## config.mk

```make
export PLATFORM = sky130hd
export DESIGN_NAME = amux_scan_ctrl
export DESIGN_NICKNAME = d
export VERILOG_FILES = /design/src/rtl/amux_scan_ctrl.sv
export SDC_FILE = /design/constraint.sdc
export NUM_CORES = 1
export LEC_CHECK = 0
export ABC_AREA = 0
export CELL_PAD_IN_SITES_DETAIL_PLACEMENT = 1
export CELL_PAD_IN_SITES_GLOBAL_PLACEMENT = 2
export CORE_MARGIN = 1.5
export CORE_UTILIZATION = 31
export CTS_CLUSTER_SIZE = 14
export DETAILED_ROUTE_END_ITERATION = 10
export GPL_TIMING_DRIVEN = 0
export PLACE_DENSITY = 0.84
export SLEW_MARGIN = 0
export SYNTH_ARGS = -nofsm -noshare
export SYNTH_HDL_FRONTEND = slang
export SYNTH_SLANG_ARGS = --single-unit
```

## constraint.sdc

```tcl
create_clock -name clk -period 4.82 [get_ports clk]
set_clock_uncertainty 0.05 [all_clocks]
set_input_delay 0.964 -clock clk [delete_from_list [all_inputs] [get_ports clk]]
set_output_delay 0.964 -clock clk [all_outputs]
set_load 0.02 [all_outputs]
```

## src/rtl/amux_scan_ctrl.sv

```systemverilog
// Analog mux channel sequencer: static select or round-robin scan with programmable dwell.
// Define AMUX_SCAN_BBM_EN to insert DEAD_CYCLES all-off cycles between channels.
module amux_scan_ctrl #(
  parameter int unsigned DWELL_SHIFT = 2,
  parameter int unsigned DEAD_CYCLES = 4
) (
  input  logic       clk,
  input  logic       rst,
  input  logic       cmd_valid,
  input  logic [7:0] cmd_data,
  input  logic [7:0] scan_mask,
  output logic [7:0] amux_en,
  output logic [7:0] amux_en_neg,
  output logic       busy,
  output logic [2:0] ch_idx,
  output logic       ch_done,
  output logic       scan_wrap
);

  localparam int unsigned DW = 6 + DWELL_SHIFT;
`ifdef AMUX_SCAN_BBM_EN
  localparam bit BBM_EN = 1'b1;
`else
  localparam bit BBM_EN = 1'b0;
`endif
  localparam logic [7:0] DEAD_LOAD = 8'(DEAD_CYCLES - 1);

  typedef enum logic [1:0] {IDLE, DEAD, ON_STATIC, ON_SCAN} state_t;
  typedef enum logic [1:0] {OP_STOP, OP_SELECT, OP_SET_DWELL, OP_SCAN} op_t;

  state_t          state, state_n;
  op_t             op;
  logic [7:0]      dead_cnt, dead_n;
  logic [DW-1:0]   dwell_cnt, dwell_n, dwell_load;
  logic [5:0]      dwell_code, code_n;
  logic [7:0]      mask, mask_n;
  logic [2:0]      ch_n, pend_ch, pend_ch_n, sw_ch, enter_ch;
  logic            pend_scan, pend_scan_n, sw_scan, enter_scan;
  logic            switch_req, enter_req;
  logic [7:0]      en_n;
  logic            done_n, wrap_n;

  assign op = op_t'(cmd_data[7:6]);

  // Next set mask bit strictly above c, wrapping; returns c itself for a single-bit mask.
  function automatic logic [2:0] next_set(input logic [7:0] m, input logic [2:0] c);
    logic [2:0] r;
    logic [2:0] k;
    logic       found;
    r     = c;
    found = 1'b0;
    for (int unsigned i = 1; i <= 8; i++) begin
      k = 3'(c + i);
      if (!found && m[k]) begin
        r     = k;
        found = 1'b1;
      end
    end
    return r;
  endfunction

  function automatic logic [2:0] high_bit(input logic [7:0] m);
    logic [2:0] r;
    r = '0;
    for (int unsigned i = 0; i < 8; i++)
      if (m[i]) r = 3'(i);
    return r;
  endfunction

  always_comb begin
    state_n     = state;
    dead_n      = dead_cnt;
    dwell_n     = dwell_cnt;
    code_n      = dwell_code;
    mask_n      = mask;
    ch_n        = ch_idx;
    pend_ch_n   = pend_ch;
    pend_scan_n = pend_scan;
    switch_req  = 1'b0;
    enter_req   = 1'b0;
    sw_ch       = ch_idx;
    sw_scan     = 1'b0;
    enter_ch    = pend_ch;
    enter_scan  = pend_scan;

    unique case (state)
      DEAD:
        if (dead_cnt == '0) enter_req = 1'b1;
        else                dead_n    = dead_cnt - 8'd1;
      ON_SCAN:
        if (dwell_cnt == '0) begin
          switch_req = 1'b1;
          sw_ch      = next_set(mask, ch_idx);
          sw_scan    = 1'b1;
        end else begin
          dwell_n = dwell_cnt - DW'(1);
        end
      default: ;
    endcase

    // A command overrides the natural gap expiry / scan advance, except SET_DWELL.
    if (cmd_valid) begin
      unique case (op)
        OP_STOP: begin
          state_n    = IDLE;
          mask_n     = '0;
          switch_req = 1'b0;
          enter_req  = 1'b0;
        end
        OP_SELECT: begin
          enter_req = 1'b0;
          if (state == ON_STATIC && ch_idx == cmd_data[2:0]) begin
            switch_req = 1'b0;
          end else begin
            switch_req = 1'b1;
            sw_ch      = cmd_data[2:0];
            sw_scan    = 1'b0;
          end
        end
        OP_SET_DWELL: code_n = cmd_data[5:0];
        OP_SCAN: begin
          mask_n    = scan_mask;
          enter_req = 1'b0;
          if (scan_mask == '0) begin
            state_n    = IDLE;
            switch_req = 1'b0;
          end else begin
            switch_req = 1'b1;
            sw_ch      = next_set(scan_mask, 3'd7);
            sw_scan    = 1'b1;
          end
        end
      endcase
    end

    dwell_load = (DW'(code_n) << DWELL_SHIFT) + DW'((1 << DWELL_SHIFT) - 1);

    if (switch_req) begin
      enter_ch   = sw_ch;
      enter_scan = sw_scan;
    end

    if (switch_req && BBM_EN) begin
      state_n     = DEAD;
      dead_n      = DEAD_LOAD;
      pend_ch_n   = sw_ch;
      pend_scan_n = sw_scan;
    end else if (switch_req || enter_req) begin
      ch_n    = enter_ch;
      state_n = enter_scan ? ON_SCAN : ON_STATIC;
      if (enter_scan) dwell_n = dwell_load;
    end

    en_n   = (state_n == ON_STATIC || state_n == ON_SCAN) ? (8'b1 << ch_n) : '0;
    done_n = (state_n == ON_SCAN) && (dwell_n == '0);
    wrap_n = done_n && (ch_n == high_bit(mask_n));
  end

  always_ff @(posedge clk) begin
    if (rst) begin
      state       <= IDLE;
      dead_cnt    <= '0;
      dwell_cnt   <= '0;
      dwell_code  <= '0;
      mask        <= '0;
      pend_ch     <= '0;
      pend_scan   <= 1'b0;
      ch_idx      <= '0;
      amux_en     <= '0;
      amux_en_neg <= '1;
      busy        <= 1'b0;
      ch_done     <= 1'b0;
      scan_wrap   <= 1'b0;
    end else begin
      state       <= state_n;
      dead_cnt    <= dead_n;
      dwell_cnt   <= dwell_n;
      dwell_code  <= code_n;
      mask        <= mask_n;
      pend_ch     <= pend_ch_n;
      pend_scan   <= pend_scan_n;
      ch_idx      <= ch_n;
      amux_en     <= en_n;
      amux_en_neg <= ~en_n;
      busy        <= (state_n != IDLE);
      ch_done     <= done_n;
      scan_wrap   <= wrap_n;
    end
  end

endmodule

```

==> qor.csv, run 1 <==
stage,metric,value,unit
flow_run,maxCapViolations,0,
hold_path,hp-class,register to register,
yosys,synthArstFlopShare,0,%
timing,max_slew_margin,47.41,%
grt,grt_max_degree,20,
worst_setup_path,critPathKind,register to register,
cells_and_area,final_common_cell,dfxtp_1,
cts,cts_resized,0,
routing,vias_per_cell,5.435,
routing,detail-route-antenna-nets,0,
grt,first_global_vias,3591,
yosys,avgSynthCellArea,8.299,µm²
timing,worstMarginPinSlew,0.7824,ns
run_status,outcome,"complete, no violations",
grt,grt_util_met2,27.11,%
worst_setup_path,crit_buf_inv,5,
worst_setup_path,critPathSlowestCell,mux4_2,
yosys,yosys_warnings,0,
timing,tns,0,ns
worst_setup_path,cp_top_family,buffers and inverters,
cells_and_area,mostFrequentLayoutCells,"dfxtp_1 (54), nor2_1 (50), nand2_1 (38), clkdlybuf4s50_1 (38), a21oi_1 (27)",
worst_setup_path,arrival,4.52,ns
timing,rsz0062_at_grt,no,
timing,layout_worst_path_cycle_share,90.36,%
worst_setup_path,path_common_cell,buf_6,
cts,holdBufCountCts,0,
routing,route.detailed.drc,0,
cells_and_area,post-route-util,38.44,%
routing,vias,3484,
cts,cts_buffers,5,
cts,htreeDepth,2,
cts,clk_pin_slew_worst_paths,0.08,ns
cells_and_area,fillers,1410,
timing,finalHoldViolCount,0,
grt,grtUsageMet3,2.732,%
timing,fmax,229.6,MHz
floorplanning,row_count,39,
timing,setup_viol,0,
floorplanning,num_io_pins,41,
grt,use_met1,25.89,%
placed_design,port_buffers,38,
worst_setup_path,critical_path_peak_fanout,10,
floorplanning,dieArea,12770,µm²
cts,cts.sinks,54,
routing,wire_per_inst,16.88,µm
cells_and_area,instances_no_fill,641,
cells_and_area,syn_to_final_growth,19.01,%
timing,finalMaxSlewViolations,0,
pwr,ir_worst_vdd,0.0001174,V
placed_design,placedCellCount,633,
grt,grt_first_pass_wirelength,18.32,mm
floorplanning,die_w,113,µm
placed_design,hpwl,8.545,mm
floorplanning,start_util,32.30,%
cells_and_area,finalNetCount,526,
floorplanning,core-area,11610,µm²
pwr,p_leak,0.001691,µW
yosys,synth_nets,481,
worst_setup_path,max_stage_delay,0.60,ns
yosys,yosysSeqAreaShare,28.82,%
floorplanning,die_y,113,µm
worst_setup_path,endpoint_kind,register,
routing,dr.first_iter.drc_count,155,
routing,wirelength,10.82,mm
grt,track_usage,17.54,%
yosys,ys_ff_latch,54,
placed_design,gp_congestion,0.8896,
yosys,synth_edf_count,0,
timing,fin_crit,4.355,ns
cts,clock_latency,0.30,ns
yosys,synth_area,3751,µm²
yosys,synth.distinct_cells,66,
worst_setup_path,crit_required,4.98,ns
timing,timing.hold.ws,0.4573,ns
cells_and_area,antenna_cells,0,
grt,grt_antenna_before_repair,0,
worst_setup_path,start_kind,register,
grt,top_usage_layer,met2,
grt,grt.overflow.total,0,
worst_setup_path,cp_cell_sequence,clkbuf_1 -> clkinv_1 -> ha_1 -> buf_6 -> mux4_2 -> mux2_2 -> nor3_1 -> nand3_1 -> a22oi_1 -> o211ai_2 -> a21oi_2 -> o21ai_1 -> and2_1 -> buf_6 -> buf_6 -> a211oi_2,
pwr,power_density,225.3,nW/µm²
cts,cts_setup_buffers,0,
routing,drt_pre_antenna_iters,4,
yosys,synthesis.instances,452,
yosys,synth-main-ff-cell,dfxtp_1,
cts,cts_root_buffer,clkbuf_16,
cells_and_area,drive_above_1_share,12.05,%
cts,cts_tree,built,
cts,clock_path_buffers,2,
-- through the flow --
| step | setup slack, ns | cell area (µm²) | total power [µW] |
|---|---|---|---|
| 2_1_floorplan | 1.069 | 3751 | 581.3 |
| 6_report | 0.4647 | 4464 | 1006 |
| 5_1_grt | 0.1456 | 4464 | 1053 |
| 3_3_place_gp | 0.4691 | 4310 | 637.4 |
| 4_1_cts | 0.4466 | 4464 | 1018 |
| 3_5_place_dp | 0.4611 | 4310 | 640.8 |
-- where the power goes --
group | switching (µW) | total (µW) | internal (µW)
clock network | 176 | 374 | 198
logic | 99.1 | 169 | 69.6
registers | 7.11 | 463 | 455
-- metal layers --
layer,wire [µm],vias to the layer above
met3,460,8
met1,5442,1696
met4,97,0
met2,4821,77
met5,0,-
li1,-,1703
-- worst register-to-register path: cells and delay by family (launching register included) --
family,cells,cell delay [ns]
multiplexers,2,0.94
AND/OR/NAND/NOR,3,0.62
flip-flops,1,0.38
AO/OA/AOI/OAI,5,0.75
buffers and inverters,5,1.13
adder cells (fa/ha/maj),1,0.40
-- state kept, by name (all words and copies together), names as in the netlist --
register and cells:
amux_en 8, amux_en_neg 8, busy 1, ch_done 1, ch_idx 3, dead_cnt 8, dwell_cnt 8, dwell_code 6
mask 8, scan_wrap 1, state 2
-- cell usage after synthesis (all sizes together), types with 5 or more instances --
cell type	number	area, µm²
dfxtp	54	1081
nor2	50	187.7
nand2	38	142.6
a21oi	29	152.7
mux2i	23	237.7
nand3	20	105.1
o21ai	18	93.84
buf	15	112.6
nor3	15	96.35
clkbuf	14	53.80
inv	13	48.80
nand2b	12	75.07
nor2b	12	75.07
a211oi	11	105.1
and2	10	62.56
ha	10	125.1
xnor2	9	78.83
mux4	8	180.2
xor2	8	70.07
mux2	7	78.83
nor4	6	43.79
o211ai	6	50.05
or3	6	37.54
a211o	5	43.79
and3	5	31.28
nor3b	5	47.54
-- cell families (layout without fill, tap and decap cells) --
logic type | count (synthesis) | after routing | share of synthesized area (%)
AO/OA/AOI/OAI | 99 | 99 | 18.15
XOR/XNOR | 17 | 17 | 3.970
adder cells (fa/ha/maj) | 10 | 10 | 3.336
buffers and inverters | 43 | 89 | 5.837
flip-flops | 54 | 54 | 28.82
multiplexers | 38 | 38 | 13.24
AND/OR/NAND/NOR | 191 | 191 | 26.65
-- final timing paths --
path / slack [ns] / end / startpoint / depth (start not counted)
min reg2reg: 0.46 / dead_cnt[1]$_SDFFE_PP0P_ / dead_cnt[1]$_SDFFE_PP0P_ / 2
max reg2reg: 0.46 / scan_wrap$_SDFF_PP0_ / ch_idx[1]$_SDFF_PP0_ / 16
max: 0.46 / scan_wrap$_SDFF_PP0_ / ch_idx[1]$_SDFF_PP0_ / 16
min: 0.46 / dead_cnt[1]$_SDFFE_PP0P_ / dead_cnt[1]$_SDFFE_PP0P_ / 2
-- final cells by class --
cell class,instances,area [µm²],area share (%)
Buffer,29,166.4,3.728
Inverter,14,52.55,1.177
Tap cell,143,178.9,4.008
Sequential cell,54,1081,24.22
Clock inverter,3,28.78,0.6446
Clock buffer,5,125.1,2.803
Multi-Input combinational cell,355,2451,54.90
Timing Repair Buffer,38,380.4,8.520
Power figures use the tool's default switching activity.
==> inputs of run 2 (changes only) <==
clock period = 5.6 ns   (was 4.82 ns; I/O delays follow)
==> results of run 2 <==
The final DEF is identical to that of run 1. Status: complete, no violations.
Main changes from that run: setup slack after placement 0.4611 ns -> 1.085 ns; setup slack after layout 0.4647 ns -> 1.245 ns; register-to-register setup slack 0.46 ns -> 1.24 ns; total power 1006 µW -> 865.6 µW; worst IR drop on VDD 0.0001174 V -> 0.0001010 V
==> inputs of run 3 (changes only) <==
clock period = 4.5 ns   (was 5.6 ns; I/O delays follow)
==> qor.csv, run 3 (synthesized netlist as in run 1, its figures left out) <==
stage,metric,value,unit,change
timing,layout_worst_path_cycle_share,93.06,%,
placed_design,gp_congestion,0.8896,,unchanged
pwr,power_density,241.3,nW/µm²,
pwr,ir_worst_vdd,0.0001257,V,
floorplanning,core-area,11610,µm²,unchanged
run_status,outcome,"complete, no violations",,
routing,wire_per_inst,16.87,µm,about the same
floorplanning,num_io_pins,41,,unchanged
cts,clock_path_buffers,2,,unchanged
cts,cts_root_buffer,clkbuf_16,,
routing,detail-route-antenna-nets,0,,unchanged
cells_and_area,multi_input_area,2451,µm²,unchanged
worst_setup_path,endpoint_kind,register,,
cells_and_area,layout.area.seq,1081,µm²,unchanged
cells_and_area,mostFrequentLayoutCells,"dfxtp_1 (54), nor2_1 (50), nand2_1 (38), clkdlybuf4s50_1 (38), a21oi_1 (27)",,
cts,cts_tree,built,,
worst_setup_path,critical_path_peak_fanout,10,,unchanged
routing,dr.first_iter.drc_count,159,,+2.6%
floorplanning,die_y,113,µm,unchanged
timing,tns,0,ns,unchanged
worst_setup_path,r2r_start,ch_idx[0]$_SDFF_PP0_,,
cts,htreeDepth,2,,unchanged
worst_setup_path,arrival,4.35,ns,-0.17 ns
worst_setup_path,crit_path_start,ch_idx[0]$_SDFF_PP0_,,
grt,grt_first_pass_wirelength,18.32,mm,unchanged
placed_design,pre_cts_slack,0.1584,ns,
cells_and_area,syn_to_final_growth,19.01,%,unchanged
floorplanning,start_util,32.30,%,unchanged
cells_and_area,antenna_cells,0,,unchanged
worst_setup_path,start_kind,register,,
worst_setup_path,critPathKind,register to register,,
worst_setup_path,r2r_cells,17,,+1
worst_setup_path,crit_required,4.66,ns,
flow_run,maxCapViolations,0,,unchanged
routing,wirelength,10.81,mm,about the same
cells_and_area,finalNetCount,526,,unchanged
hold_path,hp-class,register to register,,
floorplanning,dieArea,12770,µm²,unchanged
cts,clk_pin_slew_worst_paths,0.08,ns,about the same
hold_path,whs_path_depth,2,,unchanged
cells_and_area,final_common_cell,dfxtp_1,,
placed_design,hpwl,8.545,mm,unchanged
routing,vias_per_cell,5.440,,about the same
timing,fin_crit,4.188,ns,
timing,setup_viol,0,,unchanged
cts,clock_latency,0.30,ns,about the same
routing,drt_pre_antenna_iters,4,,unchanged
pwr,p_leak,0.001691,µW,about the same
placed_design,port_buffers,38,,unchanged
timing,finalMaxSlewViolations,0,,unchanged
timing,max_slew_margin,47.42,%,about the same
timing,finalWorstSetupSlack,0.3121,ns,
timing,finalHoldViolCount,0,,unchanged
grt,track_usage,17.54,%,unchanged
timing,rsz0062_at_grt,no,,
routing,vias,3487,,+0.086%
worst_setup_path,worstReg2RegEnd,scan_wrap$_SDFF_PP0_,,
floorplanning,die_w,113,µm,unchanged
grt,first_global_vias,3591,,unchanged
grt,grt_antenna_before_repair,0,,unchanged
grt,grt_max_degree,20,,unchanged
worst_setup_path,regToRegSetupSlack,0.31,ns,
cells_and_area,drive_above_1_share,12.25,%,+0.20 points
cts,cts_buffers,5,,unchanged
timing,worstMarginPinSlew,0.7823,ns,-0.00009388 ns
cts,cts.sinks,54,,unchanged
cells_and_area,fillers,1410,,unchanged
floorplanning,row_count,39,,unchanged
grt,grt.overflow.total,0,,unchanged
routing,route.detailed.drc,0,,unchanged
timing,fmax,238.8,MHz,+4.0%
worst_setup_path,crit_end,scan_wrap$_SDFF_PP0_,,
## run 3: report_power, final
| group | switching [µW] | internal [µW] | total, µW |
|---|---|---|---|
| sequential | 7.62 | 488 | 495 |
| combinational | 106 | 74.6 | 181 |
| clock | 189 | 213 | 401 |
| total | 302 | 775 | 1080 |
## run 3: stage by stage
step	total power [µW]	area, µm²	hold WS (ns)	instances	util [%]
2_1_floorplan	622.6	3751	0.4045	452	-
3_3_place_gp	682.7	4310	0.4279	633	37.11
3_5_place_dp	686.4	4310	0.4435	633	37.11
4_1_cts	1090	4464	0.4557	641	38.44
5_1_grt	1128	4464	0.4917	641	38.44
6_report	1077	4464	0.4573	641	38.44
## run 3: metal layers
metal	share of wire, %	vias to the layer above	wire length (µm)	global-route usage, %
li1	-	1705	-	-
met1	50	1699	5445	25.89
met2	44	75	4802	27.11
met3	4.3	8	465	2.732
met4	0.91	0	98	3.583
met5	0	-	0	0
## run 3: cell type report
class | instances | area share (%)
plain buffers | 29 | 3.728
multi-input cells | 355 | 54.90
clock buffers | 5 | 2.803
well taps | 143 | 4.008
inverters | 14 | 1.177
flip-flops and latches | 54 | 24.22
clock inverters | 3 | 0.6446
repair buffers | 38 | 8.520
## run 3: worst min path at each step
stage | endpoint | from | slack [ns]
after floorplan | dwell_code[2]$_SDFF_PP0_ | dwell_code[2]$_SDFF_PP0_ | 0.40
after global placement | dwell_code[4]$_SDFF_PP0_ | dwell_code[4]$_SDFF_PP0_ | 0.43
after detailed placement | dead_cnt[5]$_SDFFE_PP0P_ | dead_cnt[5]$_SDFFE_PP0P_ | 0.44
after CTS | dead_cnt[1]$_SDFFE_PP0P_ | dead_cnt[1]$_SDFFE_PP0P_ | 0.46
after global routing | dead_cnt[1]$_SDFFE_PP0P_ | dead_cnt[1]$_SDFFE_PP0P_ | 0.49
final | dead_cnt[1]$_SDFFE_PP0P_ | dead_cnt[1]$_SDFFE_PP0P_ | 0.46
## run 3: what timing repair did
item                                    in CTS  in global routing
hold buffers                                 0                  0
endpoints found under the setup margin       0                 17
gates resized for setup                      0                  1
buffers inserted                             0                  0
## run 3: critical path, stage by stage, from the launching register on
cell      delay (ns)
dfxtp_1         0.43
buf_6           0.19
buf_2           0.24
inv_1           0.16
ha_1            0.32
buf_6           0.14
mux4_2          0.60
mux2_2          0.33
nor3_1          0.32
nand3_1         0.13
a22oi_1         0.24
o211ai_2        0.11
a21oi_2         0.13
o21ai_1         0.10
and2_1          0.18
buf_6           0.12
buf_6           0.13
a211oi_2        0.17
